File: src/rtl/sprite_pkg.sv
// sprite_pkg: sheet geometry, colour key and the per-frame sprite attribute bundle
package sprite_pkg;
  localparam int SHEET_ADDR_W = 14;
  localparam int RGB_W = 12;
  localparam int TILE_PX = 16;
  localparam int SHEET_TILES_ROW = 8;
  localparam int SCALE_SHIFT = 1;
  localparam int COORD_W = 16;
  localparam logic [RGB_W-1:0] TRANSPARENT_KEY = 12'hF0F;
  typedef struct packed {
    logic [COORD_W-1:0] x;
    logic [COORD_W-1:0] y;
    logic               flip_h;
    logic [5:0]         tile_base;
    logic [1:0]         anim_len;
  } sprite_attr_t;
endpackage

File: src/rtl/sprite_anim_ctrl.sv
// sprite_anim_ctrl: per-frame attribute latch, arming flag and frame-rate animation tile selection
module sprite_anim_ctrl
  import sprite_pkg::*;
#(
  parameter int ANIM_DIV = 8
) (
  input  logic               clk,
  input  logic               rst_n,
  input  logic               frame_start_i,
  input  logic               anim_run_i,
  input  sprite_attr_t       attr_i,
  output logic [COORD_W-1:0] sx_o,
  output logic [COORD_W-1:0] sy_o,
  output logic               flip_o,
  output logic               armed_o,
  output logic [5:0]         tile_o
);
  localparam int DIV_W = ANIM_DIV > 1 ? $clog2(ANIM_DIV) : 1;
  sprite_attr_t     attr_q;
  logic             armed_q;
  logic [DIV_W-1:0] div_q, div_d;
  logic [1:0]       idx_q, idx_d;
  // idx >= len (not ==) so a shrunken animation length wraps on the next step
  always_comb begin
    div_d = div_q;
    idx_d = idx_q;
    if (frame_start_i) begin
      if (!anim_run_i) begin
        div_d = '0;
        idx_d = '0;
      end else if (div_q == DIV_W'(ANIM_DIV - 1)) begin
        div_d = '0;
        idx_d = idx_q >= attr_q.anim_len ? 2'd0 : idx_q + 2'd1;
      end else begin
        div_d = div_q + DIV_W'(1);
      end
    end
  end
  always_ff @(posedge clk or negedge rst_n) begin
    if (!rst_n) begin
      attr_q  <= '0;
      armed_q <= 1'b0;
      div_q   <= '0;
      idx_q   <= '0;
    end else begin
      if (frame_start_i) begin
        attr_q  <= attr_i;
        armed_q <= 1'b1;
      end
      div_q <= div_d;
      idx_q <= idx_d;
    end
  end
  assign sx_o    = attr_q.x;
  assign sy_o    = attr_q.y;
  assign flip_o  = attr_q.flip_h;
  assign armed_o = armed_q;
  assign tile_o  = attr_q.tile_base + {4'd0, idx_q};
endmodule

File: src/rtl/sprite_addr_gen.sv
// sprite_addr_gen: 2x scaled sprite window hit test, sheet ROM address pipeline and
// colour-keyed compositor; fixed 3-clock latency from pixel strobe to rgb_out.
module sprite_addr_gen
  import sprite_pkg::*;
#(
  parameter int               H_BITS      = 10,
  parameter int               V_BITS      = 10,
  parameter int               ANIM_DIV    = 8,
  parameter logic [RGB_W-1:0] TRANSPARENT = TRANSPARENT_KEY
) (
  input  logic                    clk,
  input  logic                    rst_n,
  input  logic                    pix_en,
  input  logic [H_BITS-1:0]       h_cnt,
  input  logic [V_BITS-1:0]       v_cnt,
  input  logic                    frame_start,
  input  logic [H_BITS-1:0]       sprite_x,
  input  logic [V_BITS-1:0]       sprite_y,
  input  logic                    flip_h,
  input  logic [5:0]              tile_base,
  input  logic [1:0]              anim_len,
  input  logic                    anim_run,
  output logic                    rom_en,
  output logic [SHEET_ADDR_W-1:0] rom_addr,
  input  logic [RGB_W-1:0]        rom_data,
  output logic [RGB_W-1:0]        rgb_out,
  output logic                    pix_hit,
  output logic                    out_valid
);
  localparam int WIN = TILE_PX << SCALE_SHIFT;
  sprite_attr_t              attr_in;
  logic [COORD_W-1:0]        sx, sy;
  logic                      flip, armed, hit, rom_en_d, pix_hit_d;
  logic [5:0]                tile;
  logic [H_BITS-1:0]         dx;
  logic [V_BITS-1:0]         dy;
  logic [3:0]                lx, ly;
  logic [SHEET_ADDR_W-1:0]   addr_d;
  logic                      rom_en_q, v1_q, v2_q, h2_q, out_valid_q, pix_hit_q;
  logic [SHEET_ADDR_W-1:0]   rom_addr_q;
  logic [RGB_W-1:0]          rgb_q;

  assign attr_in = '{x: COORD_W'(sprite_x), y: COORD_W'(sprite_y), flip_h: flip_h,
                     tile_base: tile_base, anim_len: anim_len};

  sprite_anim_ctrl #(.ANIM_DIV(ANIM_DIV)) u_anim (
    .clk           (clk),
    .rst_n         (rst_n),
    .frame_start_i (frame_start),
    .anim_run_i    (anim_run),
    .attr_i        (attr_in),
    .sx_o          (sx),
    .sy_o          (sy),
    .flip_o        (flip),
    .armed_o       (armed),
    .tile_o        (tile)
  );

  // The >= guards reject pixels left/above the sprite whose wrapped difference looks small
  assign dx        = h_cnt - sx[H_BITS-1:0];
  assign dy        = v_cnt - sy[V_BITS-1:0];
  assign hit       = armed && COORD_W'(h_cnt) >= sx && dx < H_BITS'(WIN)
                           && COORD_W'(v_cnt) >= sy && dy < V_BITS'(WIN);
  assign lx        = flip ? 4'd15 - dx[SCALE_SHIFT +: 4] : dx[SCALE_SHIFT +: 4];
  assign ly        = dy[SCALE_SHIFT +: 4];
  assign addr_d    = {tile[5:3], ly, tile[2:0], lx};
  assign rom_en_d  = pix_en && hit;
  assign pix_hit_d = h2_q && rom_data != TRANSPARENT;

  always_ff @(posedge clk or negedge rst_n) begin
    if (!rst_n) begin
      rom_en_q    <= 1'b0;
      rom_addr_q  <= '0;
      v1_q        <= 1'b0;
      v2_q        <= 1'b0;
      h2_q        <= 1'b0;
      out_valid_q <= 1'b0;
      pix_hit_q   <= 1'b0;
      rgb_q       <= '0;
    end else begin
      rom_en_q    <= rom_en_d;
      if (rom_en_d) rom_addr_q <= addr_d;
      v1_q        <= pix_en;
      v2_q        <= v1_q;
      h2_q        <= rom_en_q;
      out_valid_q <= v2_q;
      pix_hit_q   <= pix_hit_d;
      rgb_q       <= pix_hit_d ? rom_data : '0;
    end
  end

  assign rom_en    = rom_en_q;
  assign rom_addr  = rom_addr_q;
  assign rgb_out   = rgb_q;
  assign pix_hit   = pix_hit_q;
  assign out_valid = out_valid_q;
endmodule

File: config.mk
export PLATFORM = sky130hd
export DESIGN_NAME = sprite_addr_gen
export DESIGN_NICKNAME = d
export VERILOG_FILES = /design/src/rtl/sprite_pkg.sv /design/src/rtl/sprite_anim_ctrl.sv /design/src/rtl/sprite_addr_gen.sv
export SDC_FILE = /design/constraint.sdc
export NUM_CORES = 1
export LEC_CHECK = 0
export BUFFER_PORTS_ARGS = -buffer_cell sky130_fd_sc_hd__buf_2
export CORE_MARGIN = 10
export CORE_UTILIZATION = 40
export DETAILED_ROUTE_END_ITERATION = 8
export PLACE_DENSITY = 0.63
export SYNTH_ARGS = -nofsm -noshare
export SYNTH_HDL_FRONTEND = slang
export SYNTH_HIERARCHICAL = 1
export SYNTH_SLANG_ARGS = --single-unit
File: constraint.sdc
create_clock -name clk -period 8.4 [get_ports clk]
set_input_delay 1.68 -clock clk [delete_from_list [all_inputs] [get_ports clk]]
set_output_delay 1.68 -clock clk [all_outputs]
set_load 0.01 [all_outputs]
==> results of run 1 <==
==> layout make-up <==
cell class,count,area (um^2),share of cell area (%)
Multi-Input combinational cell,269,2381,43.67
Clock buffer,9,225.2,4.130
Timing Repair Buffer,95,480.5,8.811
Sequential cell,79,1977,36.26
Tap cell,143,178.9,3.281
Inverter,33,123.9,2.272
Clock inverter,6,86.33,1.583
==> report_power, final <==
group	switching, W	leakage (nW)	internal, W
logic	0.000116	1.69	0.000116
registers	0.0000223	0.995	0.000406
clock network	0.000157	0.151	0.000258
==> state kept, by name (all words and copies together), names as in the netlist <==
register	cells
rgb_out	12
v2_q	1
h2_q	1
u_anim/sx_o	16
pix_hit	1
v1_q	1
u_anim/sy_o	16
u_anim/div_q	3
out_valid	1
rom_addr	14
u_anim/armed_o	1
u_anim/idx_q	2
u_anim/flip_o	1
u_anim/attr_q	8
rom_en	1
==> kinds of logic after synthesis <==
logic type / after synthesis / synth area share [%]
and+or+nand+nor: 97 / 12.48
DFF: 79 / 41.18
buffers and inverters: 74 / 10.09
AOI/OAI and AO/OA: 61 / 8.653
muxes: 57 / 17.12
adders and majority gates: 29 / 8.027
xor gates and xnor gates: 13 / 2.372
other: 1 / 0.07811
==> stage by stage <==
step	area, um^2	setup WS (ns)	std cells	util, %
2_1_floorplan	4842	4.395	422	-
3_3_place_gp	5141	3.787	619	44.46
3_5_place_dp	5141	3.693	619	44.46
4_1_cts	5453	4.058	634	47.15
5_1_grt	5453	3.878	634	47.15
6_report	5453	4.043	634	47.15
==> layer usage <==
layer / up-vias / part of all wire [%] / track usage [%]
li1: 1548 / - / -
met1: 1498 / 47 / 16.46
met2: 100 / 42 / 17.39
met3: 10 / 10 / 5.628
met4: 0 / 0.97 / 2.976
met5: - / 0 / 0
==> worst max-delay path: stages <==
cell	delay, ns
buf_2	0.10
inv_1	0.05
ha_1	0.16
inv_1	0.06
fa_1	0.41
a211oi_2	0.38
nor3_1	0.10
a21oi_1	0.18
nor4b_1	0.34
nand4_2	0.62
mux2_4	0.51
==> final timing paths <==
path	cells past startpoint	start	slack, ns	endpoint
min in group asynchronous	1	rst_n	1.50	pix_hit$_DFF_PN0_
max reg2reg	9	u_anim/sy_o[0]$_DFFE_PN0P_	5.15	rom_addr[12]$_DFFE_PN0P_
max	11	v_cnt[0]	4.04	rom_addr[12]$_DFFE_PN0P_
max in group asynchronous	1	rst_n	6.25	u_anim/sx_o[6]$_DFFE_PN0P_
min	0	v2_q$_DFF_PN0_	0.35	out_valid$_DFF_PN0_
min reg2reg	0	v2_q$_DFF_PN0_	0.35	out_valid$_DFF_PN0_
==> placed cells by master (no fill, tap or decap), drive strengths merged, types with 6 or more instances in the layout <==
master and count:
a21oi 16, and2 12, buf 95, clkbuf 9, conb 12, dfrtp 79, ha 26, inv 33
mux2 54, nand2 14, nand2b 8, nand3 6, nor2 15, nor2b 8, nor4 7, o21ai 13
xnor2 8
==> metrics.yaml, run 1 <==
run_status:
  status: "complete, no violations"
flow_run:
  max_cap_violations: 0
clocking:
  clk_path_buf_depth: 2
  insertion_delay_ns: 0.34
  cts_sinks: 79
  root_buffer: "clkbuf_16"
  post_cts_buffers: 0
  cts_hold_buf: 0
  numCtsBuffers: 9
  cts_tree: "done"
  cts_resized: 0
  htreeDepth: 3
  clk_pin_slew_worst_paths_ns: 0.06
routing:
  routed_wl_um: 10030
  via_per_inst: 4.978
  vias: 3156
  dr.pass1.iters: 4
  post_drt_wl_per_cell_um: 15.82
  antenna_left: 0
  drt_iter0_drc: 168
  drc: 0
timing:
  slew_viol_final: 0
  hold_ws_ns: 0.3502
  worstMarginPinSlew_ns: 0.9990
  relSlewSlack_pct: 33.40
  grt_setup_unrepaired: "no"
  finalCritPeriodShare_pct: 51.87
  hold_violations: 0
  max_freq_mhz: 229.5
  finClkSkew_ns: 0.006729
  setup_violations: 0
  finalSetupTns_ns: 0
  timing.final.crit_period_ns: 4.357
yosys:
  netlist_top_cells_count: "dfrtp_1 (79), mux2_4 (49), buf_4 (33), inv_1 (33), ha_1 (26)"
  synth_area_per_cell_um2: 11.68
  ys_ff_latch: 79
  synth_area_mm2: 0.004801
  yosys.area.top_type_share_pct: 41.18
  synth_top_cell_by_area: "dfrtp_1"
  ys_seq_area_share_pct: 41.18
  synth_edf_count: 0
  synthTopCellsByArea: "dfrtp_1 (41%), mux2_4 (15%), ha_1 (6.8%), buf_4 (5.2%), inv_1 (2.6%)"
  synthCells: 411
  synth_most_common_cell: "dfrtp_1"
  async_flop_share_pct: 100.0
  ys_warn_count: 6
  synthFlopType: "dfrtp_1"
  synth_cell_types: 64
die:
  die_w_um: 129.6
  initial_core_util_pct: 41.51
  die_area_mm2: 0.01678
  rows: 39
  die_h_um: 129.6
  io_pins: 95
  core_area_mm2: 0.01156
global_routing:
  gr-total-overflow: 0
  track_usage_pct: 12.21
  first_global_vias: 3250
  antenna_found_initial: 0
  grt_max_degree: 80
  grt_first_pass_wirelength_um: 16390
placement:
  io_buffer_count: 94
  place_hpwl_um: 7405
  gp_congestion: 0.8680
pwr:
  ir_worst_vdd_uv: 104.6
  p_leak_nw: 2.832
  p_total_w: 0.001075
  power_density_mw_per_mm2: 197.1
cells_and_area:
  drive_gt1_share_pct: 35.44
  fin_nets: 582
  nFillCells: 1063
  syn2layout_area_growth_pct: 13.58
  n_antenna_cell: 0
critical_path:
  crit_path_end_kind: "register"
  cp.required_ns: 8.62
  cp.arrival_ns: 4.58
  startpoint_type: "input port"
  cp_max_fo: 14
  path_class: "input port to register"
min_path:
  hold_path_class: "register to register"
Power figures use the tool's default switching activity.
==> run 2: changes to the inputs <==
ABC_AREA = 1   (was default)
clock period = 4.4 ns   (was 8.4 ns; I/O delays follow)
==> run 2 against run 1 <==
Compared with the run above: non-clock buffer count did not move; hold slack better by 0.012 ns; die area is 3.0% higher; sequential cell count unchanged; critical endpoint is now rom_addr[7]$_DFFE_PN0P_; highest routed layer unchanged.
==> metrics.yaml, run 2 <==
pwr:
  ir_worst_vdd_uv: 162.9  # +56%
  p_leak_nw: 3.414  # +21%
  power_density_mw_per_mm2: 355.0  # +80%
timing:
  slew_viol_final: 0  # unchanged
  setup_violations: 0  # unchanged
  timing.final.crit_period_ns: 2.921
  grt_setup_unrepaired: "no"
  worstMarginPinSlew_ns: 1.011  # +0.01156 ns
  finalCritPeriodShare_pct: 66.40
  hold_violations: 0  # unchanged
  max_freq_mhz: 342.3
  finClkSkew_ns: 0.009051  # +0.002322 ns
  finalSetupTns_ns: 0  # unchanged
  hold_ws_ns: 0.3621  # +0.01185 ns
  relSlewSlack_pct: 32.63  # -0.77 points
critical_path:
  cpMostUsedCell: "nand2_1"
  cp_max_fo: 12  # -2
  crit_path_end_kind: "register"
  worstRegToRegCells: 15  # +6
  cp.required_ns: 4.63  # -3.99 ns
  cp.arrival_ns: 3.16  # -1.42 ns
  cp.depth: 17  # +6
  max_stage_delay_ns: 0.41  # -0.21 ns
  crit_buf_inv: 4  # +1
  r2r_slack_ns: 1.80  # -3.35 ns
  cp-startpoint: "v_cnt[0]"
  worstReg2RegEnd: "rom_addr[7]$_DFFE_PN0P_"
  crit_slowest_cell: "fa_1"
  crit_family: "simple AND/OR/NAND/NOR gates"
  path_class: "input port to register"
  endpoint: "rom_addr[7]$_DFFE_PN0P_"
  crit_chain: "buf_2, inv_1, ha_1, inv_1, fa_1, nand2_2, nand2_2, nand3_2, nand2_1, nand2_1, inv_1, nor2_1, nand3_1, nor2_2, nand3_2, nand2_1, nand2_1"
  reg2reg_from: "u_anim/sy_o[0]$_DFFE_PN0P_"
  startpoint_type: "input port"
run_status:
  status: "complete, no violations"
global_routing:
  gr-total-overflow: 0  # unchanged
  track_usage_pct: 13.55  # +1.3 points
  grt_first_pass_wirelength_um: 19510  # +19%
  antenna_found_initial: 0  # unchanged
  grt_max_degree: 80  # unchanged
  first_global_vias: 4175  # +28%
clocking:
  cts_tree: "done"
  htreeDepth: 3  # unchanged
  clk_pin_slew_worst_paths_ns: 0.06  # about the same
  root_buffer: "clkbuf_16"
  cts_hold_buf: 0  # unchanged
  cts_resized: 0  # unchanged
  insertion_delay_ns: 0.34  # about the same
  clk_path_buf_depth: 2  # unchanged
  numCtsBuffers: 9  # unchanged
  post_cts_buffers: 0  # unchanged
  cts_sinks: 79  # unchanged
die:
  io_pins: 95  # unchanged
  rows: 40  # +2.6%
  core_area_mm2: 0.01211  # +4.7%
  die_h_um: 131.5  # +1.5%
  die_area_mm2: 0.01729  # +3.0%
  die_w_um: 131.5  # +1.5%
  initial_core_util_pct: 41.05  # -0.46 points
yosys:
  synth_top_cell_by_area: "dfrtp_1"
  synth_cell_types: 30  # -53%
  synthFlopType: "dfrtp_1"
  synth_area_mm2: 0.004972  # +3.6%
  synth_most_common_cell: "nand2_1"
  synth_area_per_cell_um2: 7.432  # -36%
  ys_ff_latch: 79  # unchanged
  ys_seq_area_share_pct: 39.76  # -1.4 points
  synthCells: 669  # +63%
  synth_edf_count: 0  # unchanged
  ys_warn_count: 6  # unchanged
  async_flop_share_pct: 100.0  # unchanged
  yosys.area.top_type_share_pct: 39.76  # -1.4 points
  netlist_top_cells_count: "nand2_1 (249), inv_1 (103), dfrtp_1 (79), nor2_1 (41), buf_4 (38)"
  synthTopCellsByArea: "dfrtp_1 (40%), nand2_1 (19%), inv_1 (7.8%), ha_1 (6.5%), buf_4 (5.7%)"
cells_and_area:
  final_common_cell: "nand2_1"
  final_cell_mix: "nand2_1 (249), inv_1 (103), buf_2 (93), dfrtp_1 (79), nor2_1 (41)"
  drive_gt1_share_pct: 19.09  # -16 points
  multi_input_area_mm2: 0.002280  # -4.3%
  n_antenna_cell: 0  # unchanged
  syn2layout_area_growth_pct: 13.81
  seqCellArea_mm2: 0.001977  # unchanged
  nFillCells: 1288  # +21%
  fin_nets: 834  # +43%
placement:
  gp_congestion: 0.8680  # unchanged
  place_hpwl_um: 8811  # +19%
  io_buffer_count: 94  # unchanged
min_path:
  hold_path_class: "register to register"
  holdPathStages: 0  # unchanged
routing:
  vias: 4090  # +30%
  drt_iter0_drc: 214  # +27%
  post_drt_wl_per_cell_um: 12.48  # -21%
  drc: 0  # unchanged
  routed_wl_um: 11390  # +14%
  dr.pass1.iters: 4  # unchanged
  via_per_inst: 4.485  # -9.9%
  antenna_left: 0  # unchanged
flow_run:
  max_cap_violations: 0  # unchanged
run 2: changes by cell type after synthesis, moves of 12 or more:
cell	delta
nand2_2	+13
nor2_1	+27
mux2_4	-49
nand4_1	+14
inv_1	+70
nand2_1	+235
and2_1	-12
nand3_1	+29
run 2: layout make-up:
| type | instances | share of cell area, % |
|---|---|---|
| sequential | 79 | 34.93 |
| inverter | 106 | 7.031 |
| tap | 168 | 3.714 |
| timing repair buffer | 95 | 8.490 |
| clock buffer | 11 | 4.466 |
| multi-input combinational | 448 | 40.28 |
| clock inverter | 5 | 1.083 |
run 2: worst min path at each step:
stage / startpoint / end / slack (ns)
2_1_floorplan: v2_q$_DFF_PN0_ / out_valid$_DFF_PN0_ / 0.33
3_3_place_gp: v1_q$_DFF_PN0_ / v2_q$_DFF_PN0_ / 0.33
4_1_cts: v1_q$_DFF_PN0_ / v2_q$_DFF_PN0_ / 0.36
6_report: v1_q$_DFF_PN0_ / v2_q$_DFF_PN0_ / 0.36
3_5_place_dp: v1_q$_DFF_PN0_ / v2_q$_DFF_PN0_ / 0.35
5_1_grt: v1_q$_DFF_PN0_ / v2_q$_DFF_PN0_ / 0.37
run 2: where the power goes:
| group | switching, W | internal, W | leakage (nW) |
|---|---|---|---|
| sequential | 0.0000299 | 0.000768 | 0.999 |
| combinational | 0.000269 | 0.000158 | 2.26 |
| clock | 0.000309 | 0.000474 | 0.157 |
| total | 0.000608 | 0.00140 | 3.41 |
run 2: cells by family after synthesis:
logic type	count (synthesis)	share of synthesized area [%]
and+or+nand+nor	379	32.94
buffers and inverters	153	15.22
DFF	79	39.76
adders and majority gates	29	7.750
AOI/OAI and AO/OA	15	1.963
xor gates and xnor gates	13	2.290
other	1	0.07542
run 2: stage by stage:
step           instances  util, %  setup WS [ns]  power, W  cell area [um^2]
5_1_grt              912    46.73          1.182  0.002139              5659
4_1_cts              912    46.73          1.491  0.002042              5659
3_5_place_dp         896    44.13          1.110  0.001241              5345
2_1_floorplan        680        -          1.738  0.001153              5014
3_3_place_gp         896    44.13          1.218  0.001228              5345
6_report             912    46.73          1.479  0.002009              5659
run 2: per-layer routing:
layer  up-vias  share of wire (%)  global-route usage [%]
li1       2131                  -                       -
met1      1867                 45                   15.85
met2        74                 50                   23.55
met3        18                2.9                   3.011
met4         0                2.0                   5.315
met5         -                  0                       0
